[config.mk]
export PLATFORM = sky130hd
export DESIGN_NAME = riscv_imm_gen_pipe
export DESIGN_NICKNAME = d
export VERILOG_FILES = /design/src/rtl/riscv_imm_pkg.sv /design/src/rtl/riscv_imm_decode.sv /design/src/rtl/riscv_imm_gen_pipe.sv
export SDC_FILE = /design/constraint.sdc
export NUM_CORES = 1
export LEC_CHECK = 0
export CORE_MARGIN = 2
export CORE_UTILIZATION = 42
export CTS_BUF_LIST = sky130_fd_sc_hd__clkbuf_4 sky130_fd_sc_hd__clkbuf_8 sky130_fd_sc_hd__clkbuf_16
export CTS_CLUSTER_SIZE = 8
export DETAILED_ROUTE_END_ITERATION = 6
export PLACE_DENSITY_LB_ADDON = 0.1
export SLEW_MARGIN = 20
export SYNTH_ARGS = -nofsm -noshare
export SYNTH_HDL_FRONTEND = slang
export SYNTH_SLANG_ARGS = --single-unit
export TNS_END_PERCENT = 100
[constraint.sdc]
create_clock -name clk -period 7.4 [get_ports clk]
set_input_delay 1.48 -clock clk [delete_from_list [all_inputs] [get_ports clk]]
set_output_delay 1.48 -clock clk [all_outputs]
set_load 0.05 [all_outputs]
[src/rtl/riscv_imm_pkg.sv]
// Shared opcode constants, immediate-format encodings and sizing helper
// for the decode-stage immediate unit.
package riscv_imm_pkg;

    localparam logic [6:0] OPC_LOAD      = 7'b0000011;
    localparam logic [6:0] OPC_MISC_MEM  = 7'b0001111;
    localparam logic [6:0] OPC_OP_IMM    = 7'b0010011;
    localparam logic [6:0] OPC_AUIPC     = 7'b0010111;
    localparam logic [6:0] OPC_OP_IMM_32 = 7'b0011011;
    localparam logic [6:0] OPC_STORE     = 7'b0100011;
    localparam logic [6:0] OPC_OP        = 7'b0110011;
    localparam logic [6:0] OPC_LUI       = 7'b0110111;
    localparam logic [6:0] OPC_OP_32     = 7'b0111011;
    localparam logic [6:0] OPC_BRANCH    = 7'b1100011;
    localparam logic [6:0] OPC_JALR      = 7'b1100111;
    localparam logic [6:0] OPC_JAL       = 7'b1101111;
    localparam logic [6:0] OPC_SYSTEM    = 7'b1110011;

    typedef enum logic [2:0] {
        IMM_I    = 3'd0,
        IMM_S    = 3'd1,
        IMM_B    = 3'd2,
        IMM_U    = 3'd3,
        IMM_J    = 3'd4,
        IMM_Z    = 3'd5,
        IMM_SH   = 3'd6,
        IMM_NONE = 3'd7
    } imm_type_e;

    function automatic int count_width(input int depth);
        return $clog2(depth) + 1;
    endfunction

endpackage

[src/rtl/riscv_imm_decode.sv]
// Combinational instruction -> {immediate, format, illegal} decoder.
// Format is inferred from the opcode; all sign extension is to full XLEN.
module riscv_imm_decode
    import riscv_imm_pkg::*;
#(
    parameter int XLEN = 32
) (
    input  logic [31:0]     inst,
    output logic [XLEN-1:0] imm,
    output imm_type_e       typ,
    output logic            illegal
);

    localparam bit RV64 = (XLEN == 64);

    logic [2:0] funct3;
    logic [5:0] shamt;

    assign funct3 = inst[14:12];
    // RV64 shifts use a 6-bit shamt; RV32 ignores inst[25].
    assign shamt  = RV64 ? inst[25:20] : {1'b0, inst[24:20]};

    always_comb begin
        imm     = '0;
        typ     = IMM_NONE;
        illegal = 1'b0;
        if (inst[1:0] != 2'b11) begin
            illegal = 1'b1;
        end else begin
            case (inst[6:0])
                OPC_LOAD, OPC_JALR: begin
                    typ = IMM_I;
                    imm = XLEN'($signed(inst[31:20]));
                end
                OPC_OP_IMM: begin
                    if (funct3 == 3'b001 || funct3 == 3'b101) begin
                        typ = IMM_SH;
                        imm = XLEN'(shamt);
                    end else begin
                        typ = IMM_I;
                        imm = XLEN'($signed(inst[31:20]));
                    end
                end
                OPC_OP_IMM_32: begin
                    if (!RV64) begin
                        illegal = 1'b1;
                    end else if (funct3 == 3'b001 || funct3 == 3'b101) begin
                        typ = IMM_SH;
                        imm = XLEN'(inst[24:20]);
                    end else begin
                        typ = IMM_I;
                        imm = XLEN'($signed(inst[31:20]));
                    end
                end
                OPC_STORE: begin
                    typ = IMM_S;
                    imm = XLEN'($signed({inst[31:25], inst[11:7]}));
                end
                OPC_BRANCH: begin
                    typ = IMM_B;
                    imm = XLEN'($signed({inst[31], inst[7], inst[30:25], inst[11:8], 1'b0}));
                end
                OPC_LUI, OPC_AUIPC: begin
                    typ = IMM_U;
                    imm = XLEN'($signed({inst[31:12], 12'b0}));
                end
                OPC_JAL: begin
                    typ = IMM_J;
                    imm = XLEN'($signed({inst[31], inst[19:12], inst[20], inst[30:21], 1'b0}));
                end
                OPC_SYSTEM: begin
                    if (funct3[2]) begin
                        typ = IMM_Z;
                        imm = XLEN'(inst[19:15]);
                    end else begin
                        typ = IMM_I;
                        imm = XLEN'($signed(inst[31:20]));
                    end
                end
                OPC_OP, OPC_MISC_MEM: begin
                    typ = IMM_NONE;
                end
                OPC_OP_32: begin
                    illegal = !RV64;
                end
                default: begin
                    illegal = 1'b1;
                end
            endcase
        end
    end

endmodule

[src/rtl/riscv_imm_gen_pipe.sv]
// Decode-stage immediate unit: decode at push, DEPTH-entry elastic buffer, latency 1.
// Valid/ready on both sides; in_ready drops only when full; flush empties the buffer.
module riscv_imm_gen_pipe
    import riscv_imm_pkg::*;
#(
    parameter int XLEN  = 32,
    parameter int DEPTH = 2,
    parameter int TAG_W = 32
) (
    input  logic                          clk,
    input  logic                          rst,
    input  logic                          flush,
    input  logic                          in_valid,
    output logic                          in_ready,
    input  logic [31:0]                   in_inst,
    input  logic [TAG_W-1:0]              in_tag,
    output logic                          out_valid,
    input  logic                          out_ready,
    output logic [XLEN-1:0]               imm_out,
    output logic [2:0]                    imm_type,
    output logic                          illegal,
    output logic [TAG_W-1:0]              tag_out,
    output logic [count_width(DEPTH)-1:0] count
);

    localparam int PW = $clog2(DEPTH);
    localparam int CW = count_width(DEPTH);

    logic [XLEN-1:0]  dec_imm;
    imm_type_e        dec_type;
    logic             dec_illegal;

    logic [XLEN-1:0]  imm_mem  [DEPTH];
    logic [2:0]       type_mem [DEPTH];
    logic [TAG_W-1:0] tag_mem  [DEPTH];
    logic [DEPTH-1:0] ill_mem;
    logic [DEPTH-1:0] vld;

    logic [PW-1:0]    wr_ptr;
    logic [PW-1:0]    rd_ptr;
    logic [CW-1:0]    cnt;
    logic             push;
    logic             pop;
    logic             head_ok;

    riscv_imm_decode #(.XLEN(XLEN)) u_decode (
        .inst    (in_inst),
        .imm     (dec_imm),
        .typ     (dec_type),
        .illegal (dec_illegal)
    );

    assign in_ready  = (cnt != CW'(DEPTH));
    assign out_valid = (cnt != '0);
    assign count     = cnt;
    assign push      = in_valid && in_ready;
    assign pop       = out_valid && out_ready;

    always_ff @(posedge clk or posedge rst) begin
        if (rst) begin
            wr_ptr <= '0;
            rd_ptr <= '0;
            cnt    <= '0;
            vld    <= '0;
        end else if (flush) begin
            wr_ptr <= '0;
            rd_ptr <= '0;
            cnt    <= '0;
            vld    <= '0;
        end else begin
            // Push and pop never target the same slot: that needs count 0 or DEPTH.
            if (pop) begin
                rd_ptr      <= rd_ptr + PW'(1);
                vld[rd_ptr] <= 1'b0;
            end
            if (push) begin
                wr_ptr      <= wr_ptr + PW'(1);
                vld[wr_ptr] <= 1'b1;
            end
            case ({push, pop})
                2'b10:   cnt <= cnt + CW'(1);
                2'b01:   cnt <= cnt - CW'(1);
                default: cnt <= cnt;
            endcase
        end
    end

    // Payload needs no reset: it is only observed behind the entry-valid bit.
    always_ff @(posedge clk) begin
        if (push && !flush) begin
            imm_mem[wr_ptr]  <= dec_imm;
            type_mem[wr_ptr] <= dec_type;
            tag_mem[wr_ptr]  <= in_tag;
            ill_mem[wr_ptr]  <= dec_illegal;
        end
    end

    assign head_ok  = out_valid && vld[rd_ptr];
    assign imm_out  = head_ok ? imm_mem[rd_ptr]  : '0;
    assign imm_type = head_ok ? type_mem[rd_ptr] : 3'd0;
    assign illegal  = head_ok ? ill_mem[rd_ptr]  : 1'b0;
    assign tag_out  = head_ok ? tag_mem[rd_ptr]  : '0;

endmodule

# Word level (Yosys, flattened, before mapping)
# Memory sizes are Yosys's and may differ from the RTL's.
# Index checks and enable logic that the tools add are counted.
# op_classes
n_addsub	4
magnitude_cmp	4
eq_ne	17
mux	35
n_bitwise	3
reduce_logical	15
# op_table
cell	n
32-bit case mux with 7 select lines	1
32-bit two-way mux	5
7-bit == test, second input constant	4
7-bit by 6-bit == test with 1-bit output, second input constant	3
3-bit case mux with 7 select lines	1
1-bit two-way mux	15
7-bit by 5-bit == test with 1-bit output, second input constant	2
3-bit two-way mux	4
11-bit OR reduction	1
2-bit two-way mux	5
7-bit by 2-bit == test with 1-bit output, second input constant	1
7-bit by 4-bit == test with 1-bit output, second input constant	1
1-bit logical AND	6
2-bit nonzero test	3
1-bit by 2-bit less-than comparator with 1-bit output, second input constant	2
2-bit inequality test, second input constant	2
2-bit case mux with 2 select lines	1
2-bit OR reduction	2
3-bit by 1-bit == test with 1-bit output, second input constant	1
3-bit == test, second input constant	1
3-bit nonzero test	1
1-bit adder, second input constant	2
2-bit by 1-bit adder with 2-bit output, second input constant	1
2-bit bitwise AND	1
other kinds (10)	12
# totals
register_bits	8
mem_bits_rw	134
in_bits	69
output_inout_bits	72
elab_cells	86
n_memories	3
# memory_table
name	depth	word_bits	rd	rd_ports_with_merged_regs	wr	line	rtl
imm_mem	2	32	1	0	1	riscv_imm_gen_pipe.sv:33	logic [XLEN-1:0] imm_mem [DEPTH];
tag_mem	2	32	1	0	1	riscv_imm_gen_pipe.sv:35	logic [TAG_W-1:0] tag_mem [DEPTH];
type_mem	2	3	1	0	1	riscv_imm_gen_pipe.sv:34	logic [2:0] type_mem [DEPTH];

# Longest topological paths before layout
# logic_depth
ltp_word	11
mapped_depth	6
depth_no_buf	4

# Modules after synthesis
# From an unflattened synthesis, not the netlist that was laid out.
# hier_totals
cells_unflattened	466
hier_area_um2	6314.8
# modules_own_cells
mod	n_inst	cells_each	area_each_um2	seq_area_each_um2
riscv_imm_gen_pipe	1	325	5459.0	4234.1
riscv_imm_decode	1	141	855.8	0.0

# Least setup slack after synthesis
# No wires, ideal clock.
# synth_timing
path_type	input to register
startpoint	in flush
endpoint	reg ill_mem[1] (enable)
setup_ns	0.592
t_arrival_ns	6.661
t_required_ns	6.808
setup_slack_ns	0.147
stages	2
path_buffers	1
cell_sequence	buf_1 -> nor3b_1
# synth_between
elab_chain_cells	2
# synth_rtl
item	line	rtl
from (decl)	riscv_imm_gen_pipe.sv:12	input logic flush,
1-bit logical NOT	riscv_imm_gen_pipe.sv:90	if (push && !flush) begin
1-bit logical AND	riscv_imm_gen_pipe.sv:90	
to (signal, indexed assignment)	riscv_imm_gen_pipe.sv:94	ill_mem[wr_ptr] <= dec_illegal;
to (decl)	riscv_imm_gen_pipe.sv:36	logic [DEPTH-1:0] ill_mem;
# No other way between the ends.
# A chain may end at the register's enable or synchronous reset.

# Worst setup path after layout
# layout_timing
startpoint	reg rd_ptr
endpoint	out imm_out[11]
# layout_between
elab_chain_cells	4
word_cells_on_any_way	5
cone_classes	mux (3); reduce/logical (1); memory (1)
# layout_rtl
item	line	rtl
from (decl)	riscv_imm_gen_pipe.sv:40	logic [PW-1:0] rd_ptr;
from (signal assigned)	riscv_imm_gen_pipe.sv:73	rd_ptr <= rd_ptr + PW'(1);
1-bit two-way mux (implied by the code) (2 in a row)	riscv_imm_gen_pipe.sv:98	assign head_ok = out_valid && vld[rd_ptr];
1-bit logical AND	riscv_imm_gen_pipe.sv:98	
32-bit two-way mux (*)	riscv_imm_gen_pipe.sv:99	assign imm_out = head_ok ? imm_mem[rd_ptr] : '0;
to (decl)	riscv_imm_gen_pipe.sv:19	output logic [XLEN-1:0] imm_out,
# Every way passes the cells marked *; elsewhere a longest branch is shown, timed or not. The select of a mux whose other input is x is not followed.

==> summary.md <==
| Metric | Value |
|---|---|
| DPL Wire Length | `~8900 um` |
| 1st-iter DRT viols | `301` |
| CP endpoint kind | `output port` |
| Inst Count DP | `approximately 750` |
| Critical path arrival | `about 3100 ps` |
| Status | `finished clean` |
| Max_slew headroom | `0.4287` |
| Critical Path Source Type | `flip-flop` |
| Setup Crit Path Kind | `reg2out` |
| Post-route insts no fill | `about 780` |
| Clk buf depth | `2` |
| Netlist cell types | `47` |
| Vias in the first global route | `slightly below 4000` |
| Post-synth EDFFs | `136` |
| Worst Hold Class | `reg2reg` |
| Antenna violations before repair | `0` |
| Post-cts resize count | `0` |
| P_leak | `between 2 and 3 nW` |
| Antenna-violating nets left | `0` |
| Filler cells | `approximately 1200` |
| Clock skew | `between 7 and 8 ps` |
| Final setup fails | `0` |
| Synth area leaders | `edfxtp_1 (66%), mux2i_1 (11%), nor2_1 (4.8%)` |
| DR WL/cell | `16.85 um` |
| Register area share after synthesis | `0.6850` |
| Remaining Overflow, GRT | `0` |
| Initial DRT Pass Iterations | `4` |
| Via Count | `4032` |
| Layout cell share with drive strength beyond 1 | `0.08681` |
| Nets | `around 660` |
| Hold Buf Count CTS | `0` |
| Net Count, Synth | `around 500` |
| CTS Buf Count | `17` |
| Final Slew Violations | `0` |
| H-tree lvl count | `4` |
| Vias/cell | `about 5` |
| GRT Total Usage | `0.1713` |
| Final period utilization | `0.6214` |
| Cell taking the most area after synthesis | `edfxtp_1` |
| Post-Syn Instances | `443` |
| CTS tree | `built` |
| Async set-reset flop share out of synthesis | `0.04225` |
| Core Region | `roughly 14000 um2` |
| Postcts setup bufs | `0` |
| Std-Cell Rows | `44` |
| PortBufs | `140` |
| Maximum Capacitance Violations | `0` |
| Worst EP required | `5920 ps` |
| First-pass GRT wire length | `20620 um` |
| FMAX | `between 200 and 250 MHz` |
| DRC violations left | `0` |
| Hold Fails Final Rpt | `0` |
| # IOs | `about 140` |
| Yosys top cell area share | `0.6607` |
| Chip height | `125.3 um` |
| Yosys warns | `0` |
| VDD IR max | `~0.16 mV` |
| Clk sink count | `around 140` |
| Pwr dens | `around 260 nW/um2` |
| Die Wd | `between 100 and 150 um` |
| Crit Path Max Fanout | `between 40 and 50` |
| Total Neg Setup Slack | `0 ps` |
| # diodes | `0` |
| Clock transition at path regs | `50 ps` |
| Min Clock Period, post-route | `about 4600 ps` |
| Clk Tree Root Cell | `clkbuf_16` |
| Largest net degree at the start of global routing | `just under 70` |
| Routed Wire Length | `between 10000 and 15000 um` |
| Initial Utilization | `0.4269` |
| FF+latch count, synth | `142` |
| Fin Hold WS | `546.9 ps` |
| Area Growth Syn to Fin | `34.78%` |
| Die ar. | `between 15000 and 20000 um2` |
| Top FF cell, synth | `edfxtp_1` |
| Avg Cell Area, Syn | `around 14 um2` |
| Syn Std Cell Area | `approximately 6200 um2` |
| Worst-Margin Slew | `about 860 ps` |
| Placer Congestion | `~0.89` |
| RSZ-0062 raised after global routing | `no` |
| Clock latency on the worst-skew pair | `slightly above 400 ps` |
## routing by layer
metal | up-vias | track usage | wire (um) | part of all wire
met5 | - | 0 | 0 | 0
met4 | 0 | 0.07647 | 263 | 0.020
met3 | 23 | 0.04065 | 766 | 0.058
met2 | 150 | 0.2583 | 6148 | 0.47
met1 | 1930 | 0.2377 | 6014 | 0.46
li1 | 1929 | - | - | -
## cell usage after synthesis (3+ instances only)
library cell	instances
edfxtp_1	136
nor2_1	79
mux2i_1	69
nand2_1	25
a21oi_1	19
buf_2	16
nand3_1	13
nor2b_1	7
dfrtp_1	6
a21o_1	5
buf_4	5
o21ai_0	5
a22o_1	4
inv_1	4
nor3_1	4
a211oi_1	3
nand2b_1	3
nand4b_1	3
xor2_1	3
## critical path, stage by stage (launching register included)
cell and delay (ps):
dfrtp_4 690, buf_4 730, mux2i_1 200, nor2_1 180, clkdlybuf4s50_1 830
## worst paths after layout
check,slack [ps],cells past startpoint,startpoint,to
max in group asynchronous,5900,2,rst,rd_ptr$_DFFE_PP0P_
min in group asynchronous,1280,2,rst,rd_ptr$_DFFE_PP0P_
setup reg to reg,5430,4,count[0]$_DFFE_PP0P_,imm_mem[1][24]$_DFFE_PP_
hold / removal,550,2,vld[1]$_DFF_PP0_,vld[1]$_DFF_PP0_
hold reg to reg,550,2,vld[1]$_DFF_PP0_,vld[1]$_DFF_PP0_
setup / recovery,2800,4,rd_ptr$_DFFE_PP0P_,imm_out[11]
## kinds of logic (layout without fill, tap and decap cells)
| family | after synthesis | count (layout) | share of synthesized area |
|---|---|---|---|
| simple gates | 151 | 151 | 0.1184 |
| buf+inv | 27 | 183 | 0.02389 |
| flops | 142 | 142 | 0.6850 |
| mux | 70 | 70 | 0.1136 |
| xor+xnor | 4 | 4 | 0.005669 |
| compound gates | 49 | 49 | 0.05344 |
## cell usage in the layout (no fill, tap or decap), drive strengths merged, types with 2 or more instances in the layout
cell	netlist	routed
a32oi	2	2
nor3	4	4
nand3b	2	2
nor3b	2	2
a211oi	3	3
clkinv	0	7
bufinv	0	3
clkdlybuf4s50	0	140
nand2b	3	3
xor2	3	3
mux2i	69	69
buf	23	7
dfrtp	6	6
o22ai	2	2
clkbuf	0	18
or2	3	3
inv	4	5
a21o	5	5
nand4b	3	3
clkinvlp	0	3
nand2	25	25
a22o	4	4
o21ai	5	5
nand3	15	15
a21oi	22	22
o32ai	2	2
edfxtp	136	136
nor2	80	80
nor2b	7	7
## per-stage QoR
stage	util	total power, mW	setup slack [ps]	instance area, um2
floorplan	-	1.254	146.7	6181
global placement	0.5352	1.391	3255	7749
detailed placement	0.5352	1.395	3262	7749
CTS	0.5754	2.226	2802	8330
global route	0.5754	2.283	2681	8330
finish	0.5754	2.202	2802	8330
## where the power goes
part | switching [mW] | internal, mW | total (mW)
sequential | 0.0264 | 0.921 | 0.948
combinational | 0.259 | 0.167 | 0.426
clock | 0.302 | 0.526 | 0.828
total | 0.588 | 1.61 | 2.20
## registers in the layout, summed over array words and instances (netlist names)
| signal | flops |
|---|---|
| type_mem | 6 |
| tag_mem | 64 |
| ill_mem | 2 |
| imm_mem | 64 |
| count | 2 |
| vld | 2 |
| wr_ptr | 1 |
| rd_ptr | 1 |
## final cells by class
cell class	count	area [um2]	share of cell area
clock inverter	14	148.9	0.01787
clock buffer	18	432.9	0.05197
multi-input combinational	274	1812	0.2175
sequential	142	4238	0.5087
inverter	4	15.01	0.001802
timing repair buffer	147	1454	0.1745
tap	184	230.2	0.02764
Note: power is estimated with default switching activity, not from simulation.
